[src/rtl/xyt_frame_serializer.sv]
// FIFO-buffered UART-style serializer for 6-bit {t,y,x} samples; XYT_SERIALIZER_PARITY_EN adds an even parity bit.
// Latency: push at edge N into an idle, empty block starts the frame at N+1; sample_ready is registered !full, overflowing samples set a sticky flag.

module xyt_sync_fifo #(
  parameter int DEPTH = 4,
  parameter int W     = 6
) (
  input  logic                    clk,
  input  logic                    rst_n,
  input  logic                    i_push_vld,
  input  logic [W-1:0]            i_push_dat,
  output logic                    o_push_rdy,
  input  logic                    i_pop,
  output logic [W-1:0]            o_pop_dat,
  output logic [$clog2(DEPTH):0]  o_count
);
  localparam int PW = $clog2(DEPTH);
  localparam logic [PW:0] FULL_CNT = (PW+1)'(DEPTH);

  logic [W-1:0]  r_mem [DEPTH];
  logic [PW-1:0] r_wr_ptr;
  logic [PW-1:0] r_rd_ptr;
  logic [PW:0]   r_count;
  logic          r_rdy;
  logic          w_push;
  logic          w_pop;
  logic [PW:0]   w_count_nxt;

  // Push is gated by the registered ready, so a full FIFO refuses even when a pop coincides.
  assign w_push      = i_push_vld & r_rdy;
  assign w_pop       = i_pop & (r_count != '0);
  assign w_count_nxt = r_count + {{PW{1'b0}}, w_push} - {{PW{1'b0}}, w_pop};

  always_ff @(posedge clk or negedge rst_n) begin
    if (!rst_n) begin
      r_wr_ptr <= '0;
      r_rd_ptr <= '0;
      r_count  <= '0;
      r_rdy    <= 1'b1;
    end else begin
      if (w_push) r_wr_ptr <= r_wr_ptr + PW'(1);
      if (w_pop)  r_rd_ptr <= r_rd_ptr + PW'(1);
      r_count <= w_count_nxt;
      r_rdy   <= (w_count_nxt != FULL_CNT);
    end
  end

  always_ff @(posedge clk) begin
    if (w_push) r_mem[r_wr_ptr] <= i_push_dat;
  end

  assign o_push_rdy = r_rdy;
  assign o_pop_dat  = r_mem[r_rd_ptr];
  assign o_count    = r_count;
endmodule

module xyt_frame_serializer #(
  parameter int FIFO_DEPTH   = 4,
  parameter int CLKS_PER_BIT = 4
) (
  input  logic                         clk,
  input  logic                         rst_n,
  input  logic [5:0]                   sample_in,
  input  logic                         sample_valid,
  output logic                         sample_ready,
  output logic                         tx_out,
  output logic                         busy,
  output logic [$clog2(FIFO_DEPTH):0]  fifo_count,
  output logic                         overflow
);
  localparam int BW = (CLKS_PER_BIT > 1) ? $clog2(CLKS_PER_BIT) : 1;
  localparam logic [BW-1:0] BAUD_LAST = BW'(CLKS_PER_BIT - 1);

  typedef enum logic [2:0] {
    IDLE,
    START,
    DATA,
    STOP
`ifdef XYT_SERIALIZER_PARITY_EN
    , PARITY
`endif
  } state_t;

  state_t        r_state, w_state_nxt;
  logic [BW-1:0] r_baud, w_baud_nxt;
  logic [2:0]    r_bit, w_bit_nxt;
  logic [5:0]    r_shift, w_shift_nxt;
  logic          r_tx, w_tx_nxt;
  logic          r_overflow;
  logic          w_pop;
  logic          w_rdy;
  logic          w_tick;
  logic          w_has_data;
  logic [5:0]    w_head;
  logic [$clog2(FIFO_DEPTH):0] w_count;
`ifdef XYT_SERIALIZER_PARITY_EN
  logic          r_par, w_par_nxt;
`endif

  xyt_sync_fifo #(
    .DEPTH (FIFO_DEPTH),
    .W     (6)
  ) u_fifo (
    .clk        (clk),
    .rst_n      (rst_n),
    .i_push_vld (sample_valid),
    .i_push_dat (sample_in),
    .o_push_rdy (w_rdy),
    .i_pop      (w_pop),
    .o_pop_dat  (w_head),
    .o_count    (w_count)
  );

  assign w_tick     = (r_baud == BAUD_LAST);
  assign w_has_data = (w_count != '0);

  always_comb begin
    w_state_nxt = r_state;
    w_baud_nxt  = r_baud;
    w_bit_nxt   = r_bit;
    w_shift_nxt = r_shift;
    w_pop       = 1'b0;
    w_tx_nxt    = 1'b1;
`ifdef XYT_SERIALIZER_PARITY_EN
    w_par_nxt   = r_par;
`endif
    if (r_state != IDLE) w_baud_nxt = w_tick ? '0 : r_baud + BW'(1);

    case (r_state)
      IDLE: begin
        if (w_has_data) begin
          w_pop       = 1'b1;
          w_shift_nxt = w_head;
          w_baud_nxt  = '0;
          w_state_nxt = START;
`ifdef XYT_SERIALIZER_PARITY_EN
          w_par_nxt   = ^w_head;
`endif
        end
      end
      START: begin
        if (w_tick) begin
          w_state_nxt = DATA;
          w_bit_nxt   = '0;
        end
      end
      DATA: begin
        if (w_tick) begin
          if (r_bit == 3'd5) begin
`ifdef XYT_SERIALIZER_PARITY_EN
            w_state_nxt = PARITY;
`else
            w_state_nxt = STOP;
`endif
          end else begin
            w_bit_nxt   = r_bit + 3'd1;
            w_shift_nxt = {1'b0, r_shift[5:1]};
          end
        end
      end
`ifdef XYT_SERIALIZER_PARITY_EN
      PARITY: begin
        if (w_tick) w_state_nxt = STOP;
      end
`endif
      STOP: begin
        if (w_tick) begin
          // Chain straight into the next start bit when more samples are waiting.
          if (w_has_data) begin
            w_pop       = 1'b1;
            w_shift_nxt = w_head;
            w_state_nxt = START;
`ifdef XYT_SERIALIZER_PARITY_EN
            w_par_nxt   = ^w_head;
`endif
          end else begin
            w_state_nxt = IDLE;
          end
        end
      end
      default: w_state_nxt = IDLE;
    endcase

    // Line level is decoded from the next state so tx_out comes straight from a flop.
    case (w_state_nxt)
      START:   w_tx_nxt = 1'b0;
      DATA:    w_tx_nxt = w_shift_nxt[0];
`ifdef XYT_SERIALIZER_PARITY_EN
      PARITY:  w_tx_nxt = w_par_nxt;
`endif
      default: w_tx_nxt = 1'b1;
    endcase
  end

  always_ff @(posedge clk or negedge rst_n) begin
    if (!rst_n) begin
      r_state    <= IDLE;
      r_baud     <= '0;
      r_bit      <= '0;
      r_shift    <= '0;
      r_tx       <= 1'b1;
      r_overflow <= 1'b0;
`ifdef XYT_SERIALIZER_PARITY_EN
      r_par      <= 1'b0;
`endif
    end else begin
      r_state    <= w_state_nxt;
      r_baud     <= w_baud_nxt;
      r_bit      <= w_bit_nxt;
      r_shift    <= w_shift_nxt;
      r_tx       <= w_tx_nxt;
      r_overflow <= r_overflow | (sample_valid & ~w_rdy);
`ifdef XYT_SERIALIZER_PARITY_EN
      r_par      <= w_par_nxt;
`endif
    end
  end

  assign sample_ready = w_rdy;
  assign tx_out       = r_tx;
  assign busy         = (r_state != IDLE);
  assign fifo_count   = w_count;
  assign overflow     = r_overflow;
endmodule

[config.mk]
export PLATFORM = sky130hd
export DESIGN_NAME = xyt_frame_serializer
export DESIGN_NICKNAME = d
export VERILOG_FILES = /design/src/rtl/xyt_frame_serializer.sv
export SDC_FILE = /design/constraint.sdc
export NUM_CORES = 1
export LEC_CHECK = 0
export CAP_MARGIN = 20
export CORE_AREA = 3 3 83 85
export DETAILED_ROUTE_END_ITERATION = 7
export DIE_AREA = 0 0 86 88
export MAX_ROUTING_LAYER = met4
export SYNTH_ARGS = -nofsm -noshare
export SYNTH_HDL_FRONTEND = slang
export SYNTH_SLANG_ARGS = --single-unit
export TNS_END_PERCENT = 100
[constraint.sdc]
create_clock -name clk -period 2.65 [get_ports clk]
set_input_delay 0.265 -clock clk [delete_from_list [all_inputs] [get_ports clk]]
set_output_delay 0.265 -clock clk [all_outputs]
set_load 0.005 [all_outputs]
After elaboration in Yosys (flattened, before gate mapping)
Memories as Yosys holds them, arrays and structs flattened.
Cells that the tools add are included.

word-level totals
  flip-flop bits (word level) = 24
  bits in latches = 0
  bits in writable memories = 24
  memory bits (read-only) = 0
  input bits = 9
  output and inout port bits = 7
  logic and storage cells = 68
  memories = 1

cells by class
  add/subtract/negate cells = 6
  multipliers = 0
  div/mod/pow operators = 0
  $lt $le $gt $ge = 0
  eq/ne operators = 12
  shift-type cells = 0
  muxes and demuxes = 26
  bitwise logic cells = 5
  reduce and logical (&&, ||, !) cells = 7

memories
  name          depth  width  rd ports  clocked after memory_dff  wr ports  RTL line  RTL
  u_fifo.r_mem  4      6      1         0                         1         20        logic [W-1:0] r_mem [DEPTH];

operator list
  cell                   number
  $mux W3                8
  $mux W6                4
  $pmux W6 S3            1
  $pmux W3 S4            1
  $eq A3 B2 Y1 const B   3
  $reduce_bool A3 Y1     3
  $mux W2                4
  $ne A2 B2 Y1 const B   4
  $reduce_and A4 Y1      2
  $add A2 B1 Y2 const B  3
  $eq A3 B1 Y1 const B   2
  $pmux W3 S2            1
  $mux W1                5
  $pmux W1 S2            2
  $add A3 B1 Y3          1
  $add A3 B1 Y3 const B  1
  $and A1 B1 Y1          3
  $eq A3 B3 Y1 const B   1
  $logic_not A3 Y1       1
  $ne A3 B3 Y1 const B   1
  $sub A3 B1 Y3          1
  $eq A2 B2 Y1 const B   1
  $reduce_bool A2 Y1     1
  $not A1 Y1             1
  $or A1 B1 Y1           1

Longest topological paths before layout
  depth after elaboration = 7
  depth in mapped cells = 10
  mapped depth without buffers = 10

Modules after synthesis
Synthesis repeated with hierarchy kept, for this count alone.

unflattened totals
  cell total of the unflattened synthesis = 153
  area total of the unflattened synthesis = 2223.4 µm²

by module, submodules not included
  module                instances  cells each  area each (µm²)  seq. area each (µm²)
  xyt_sync_fifo         1          66          1301.2           922.1
  xyt_frame_serializer  1          87          922.1            401.6

Least setup slack after synthesis
OpenSTA, ideal clock, no wires.

  path kind = reg2reg
  from = register u_fifo.r_count[2] (netlist: u_fifo.o_count[2])
  to = register u_fifo.r_rdy (netlist: u_fifo.o_push_rdy)
  library setup time = 0.083 ns
  arrival = 2.317 ns
  required time = 2.567 ns
  setup slack = 0.250 ns
  cell stages (with the launch flop) = 10
  buffers on the path = 0
  period minus slack after synthesis = 2.400 ns
  cells stage by stage = dfrtp_1 > nor3_1 > a211oi_4 > ha_1 > inv_1 > ha_1 > fa_1 > xor2_1 > xnor2_1 > nand2_1

on the way
  word-level cells in the longest chain between the ends = 7
  elaborated cells on any way between the ends = 8
  those cells by class = add/sub (2); eq/ne (1); mux (3); bitwise (1); reduce/logical (1)

ends and longest elaborated chain
  element                          RTL line  RTL
  from (decl)                      23        logic [PW:0] r_count;
  from (signal assigned)           43        r_count <= w_count_nxt;
  $reduce_bool A3 Y1 (*)           31, 115
  $mux W1                          131, 169
  $mux W1                          167       if (w_tick) begin
  $pmux W1 S2                      129       case (r_state)
  $and A1 B1 Y1 (*)                31        assign w_pop = i_pop & (r_count != '0);
  named net u_fifo.w_pop           26        logic w_pop;
  $sub A3 B1 Y3 (*)                32        assign w_count_nxt = r_count + {{PW{1'b0}}, w_push} - {{PW{1'b0}}, w_pop};
  named net u_fifo.w_count_nxt[2]  27        logic [PW:0] w_count_nxt;
  $ne A3 B3 Y1 (*)                 44        r_rdy <= (w_count_nxt != FULL_CNT);
  to (signal assigned)             44
  to (decl)                        24        logic r_rdy;

Mark *: on every way through the listed nets, which the timed path passes. The rest lies on a longest branch.
A chain may end at the register's enable or synchronous reset.

Final worst setup path
  from = register r_baud[0]
  to = register u_fifo.r_rdy (netlist: u_fifo.o_push_rdy)

on the way
  word-level cells in the longest chain between the ends = 6

ends and longest elaborated chain
  element                          RTL line  RTL
  from (decl)                      85        logic [BW-1:0] r_baud, w_baud_nxt;
  from (signal assigned)           208       r_baud <= w_baud_nxt;
  $eq A2 B2 Y1                     114       assign w_tick = (r_baud == BAUD_LAST);
  $mux W1                          167
  $pmux W1 S2                      129
  $and A1 B1 Y1                    31
  named net u_fifo.w_pop           26
  $sub A3 B1 Y3                    32
  named net u_fifo.w_count_nxt[2]  27
  $ne A3 B3 Y1                     44

The timed path passes the listed nets, and every way through them passes these cells.

==> results.toml <==
[clocking]
clockBufferDepth = 2
cts_buffers = 5
clkSlewWorstSetupHoldPaths_ns = 0.10
cts_tree = "done"
cts_hold_buf = 0
clock_latency_ns = 0.30
numClockSinks = 48
post_cts_buffers = 0
cts_root_buf = "clkbuf_8"
post_cts.resized_instances = 0
htree_levels = 2

[layout]
nFillCells = 580
mostFrequentLayoutCells = "edfxtp_1, dfrtp_1, clkdlybuf4s50_1"
syn2layout_area_growth_pct = 16.0
insertedDiodeCount = 0
layout-drive-gt1-share_pct = 12.8
post-route-util_pct = 40.8
layout.nets = 205
layout_commonest_cell = "edfxtp_1"
final_area_um2 = 2560
finalNonFillerCells = 264

[worst_setup_path]
slowest_delay_ns = 0.39
path_buf_inv = 1
crit_slowest_cell = "dfrtp_1"
cp_max_fo = 7
crit_chain = "ha_1 > nand3_1 > a211oi_4 > ha_1 > inv_1 > ha_1 > fa_1 > xor2_1 > xnor2_1 > nand2_1"
path_class = "register to register"
startpoint_type = "register"
worstPathArrival_ns = 2.67
endpoint_kind = "register"
cp.required_ns = 2.89
cp_common_cell = "ha_1"
path_delay_family = "adder cells"

[floorplanning]
core_region_area_um2 = 6280
die_area_um2 = 7570
start_util_pct = 35.2
io_pins = 16
die_x_um = 86
rows = 29
die_y_um = 88

[synth]
synth_seq_area_share_pct = 59.9
ys_types = 42
ys_warn_count = 0
synth-edff-count = 24
synth_xor_area_share_pct = 2.78
synth_compound_area_share_pct = 8.90
yosys.area.top_type = "edfxtp_1"
ys_ff_latch = 48
synth_cells = 167
syn_area_um2 = 2210
avgSynthCellArea_um2 = 13.2
syn-num-nets = 186
synth_top_family_by_area = "simple AND/OR/NAND/NOR gates"
ys_top_cells_by_area = "edfxtp_1, dfrtp_1, mux4_2"
synthMuxAreaShare_pct = 7.03
synthSimpleGateAreaFrac_pct = 11.4
yosys.area.top_type_share_pct = 32.6
ys_async_sr_fraction_pct = 50.0
synth_flop_cell = "edfxtp_1"
yosys.area_share.adder_pct = 6.01

[sta]
setup_viol = 0
worst_pin_slew_ns = 0.551
finalSetupTns_ns = 0
fin_crit_sh_pct = 91.6
finalClockSkew_ns = 0.00931
min_period_ns = 2.43
maxSlewHeadroom_pct = 63.2
hold_viol = 0
fmaxAchievable_mhz = 412
rsz0062_at_grt = "no"
finalMaxSlewViolations = 0

[run]
drv_cap = 0

[place]
dp.cells = 256
portBuffers = 15
finalWeightedCongestion = 0.775
postPlaceCellArea_um2 = 2450
place_hpwl_mm = 2.75

[drt]
wl_per_cell_um = 14.5
ant_nets = 0
wirelength_mm = 3.82
vias_per_cell = 4.98
first_iter_violations = 45
drc = 0
vias = 1316
dr.pass1.iters = 4

[hold_path]
min_path_type = "primary input to async pin"

[global_routing]
grt_pass1_wl_mm = 6.47
grt_max_degree = 25
antenna_found_initial = 0
grt_pass1_vias = 1351
overflow = 0
grt_use_total_pct = 11.5

[pwr]
power_mw = 2.61
peakVddDrop_v = 0.000439
p_leak_nw = 1.01
cellPowerDensity_nw_per_um2 = 1020

[outcome]
status = "complete, no violations"
==> layer usage <==
metal / share of wire (%) / vias to the layer above / global-route usage [%] / wire, µm
li1: - / 638 / - / -
met1: 48 / 647 / 14.4 / 1840
met2: 47 / 25 / 18.2 / 1790
met3: 3.1 / 6 / 2.63 / 120
met4: 1.7 / 0 / 4.17 / 64
met5: 0 / - / - / 0
==> cells in the mapped netlist, types with 2 or more instances <==
master,n
o211ai_1,2
dfstp_2,2
nand2_1,12
nor2b_1,5
xnor2_1,4
xor2_1,3
or3_1,3
mux4_2,6
mux2i_1,2
a22oi_1,2
a22o_1,2
ha_1,9
inv_1,12
nand3_1,8
dfrtp_1,22
edfxtp_1,24
buf_2,4
o21ai_0,8
nor2_1,9
and2_1,2
and3_1,5
==> report_power, final <==
part	switching, mW	leakage [nW]	internal, mW
sequential	0.177	0.511	1.01
combinational	0.418	0.445	0.454
clock	0.265	0.0548	0.285
total	0.860	1.01	1.75
==> state kept, by name, summed over array words and instances (netlist names) <==
name	count
r_state	3
r_shift	6
r_bit	3
u_fifo.r_mem	24
u_fifo.o_push_rdy	1
u_fifo.r_rd_ptr	2
r_baud	2
tx_out	1
overflow	1
u_fifo.o_count	3
u_fifo.r_wr_ptr	2
==> logic make-up after synthesis <==
kind of cell,after synthesis
buf+inv,19
fa+ha+maj,10
compound gates,26
mux,8
simple gates,48
other cells,1
xor+xnor,7
flops,48
==> per-stage QoR <==
stage               hold slack (ns)  setup WS [ns]
finish                        0.309          0.221
global route                  0.339         0.0675
floorplan                   -0.0306          0.250
detailed placement            0.448          0.262
global placement              0.440          0.342
CTS                           0.328          0.222
==> worst paths after layout <==
path,cells past startpoint,slack (ns),end,start
max in group asynchronous,2,2.03,tx_out,rst_n
max,10,0.22,u_fifo.o_push_rdy,r_baud[0]
min reg2reg,1,0.46,overflow,overflow
min in group clk,1,0.46,overflow,overflow
min,2,0.31,r_bit[1],rst_n
max reg2reg,10,0.22,u_fifo.o_push_rdy,r_baud[0]
==> cell type report <==
type	count	area [µm²]	area share (%)
clock buffer	5	68.8	2.69
tap	77	96.3	3.76
multi-input combinational	100	801	31.3
clock inverter	3	46.3	1.81
timing repair buffer	19	180	7.03
inverter	12	45.0	1.76
sequential	48	1320	51.7
No activity file was read; power rests on OpenSTA's default activity.
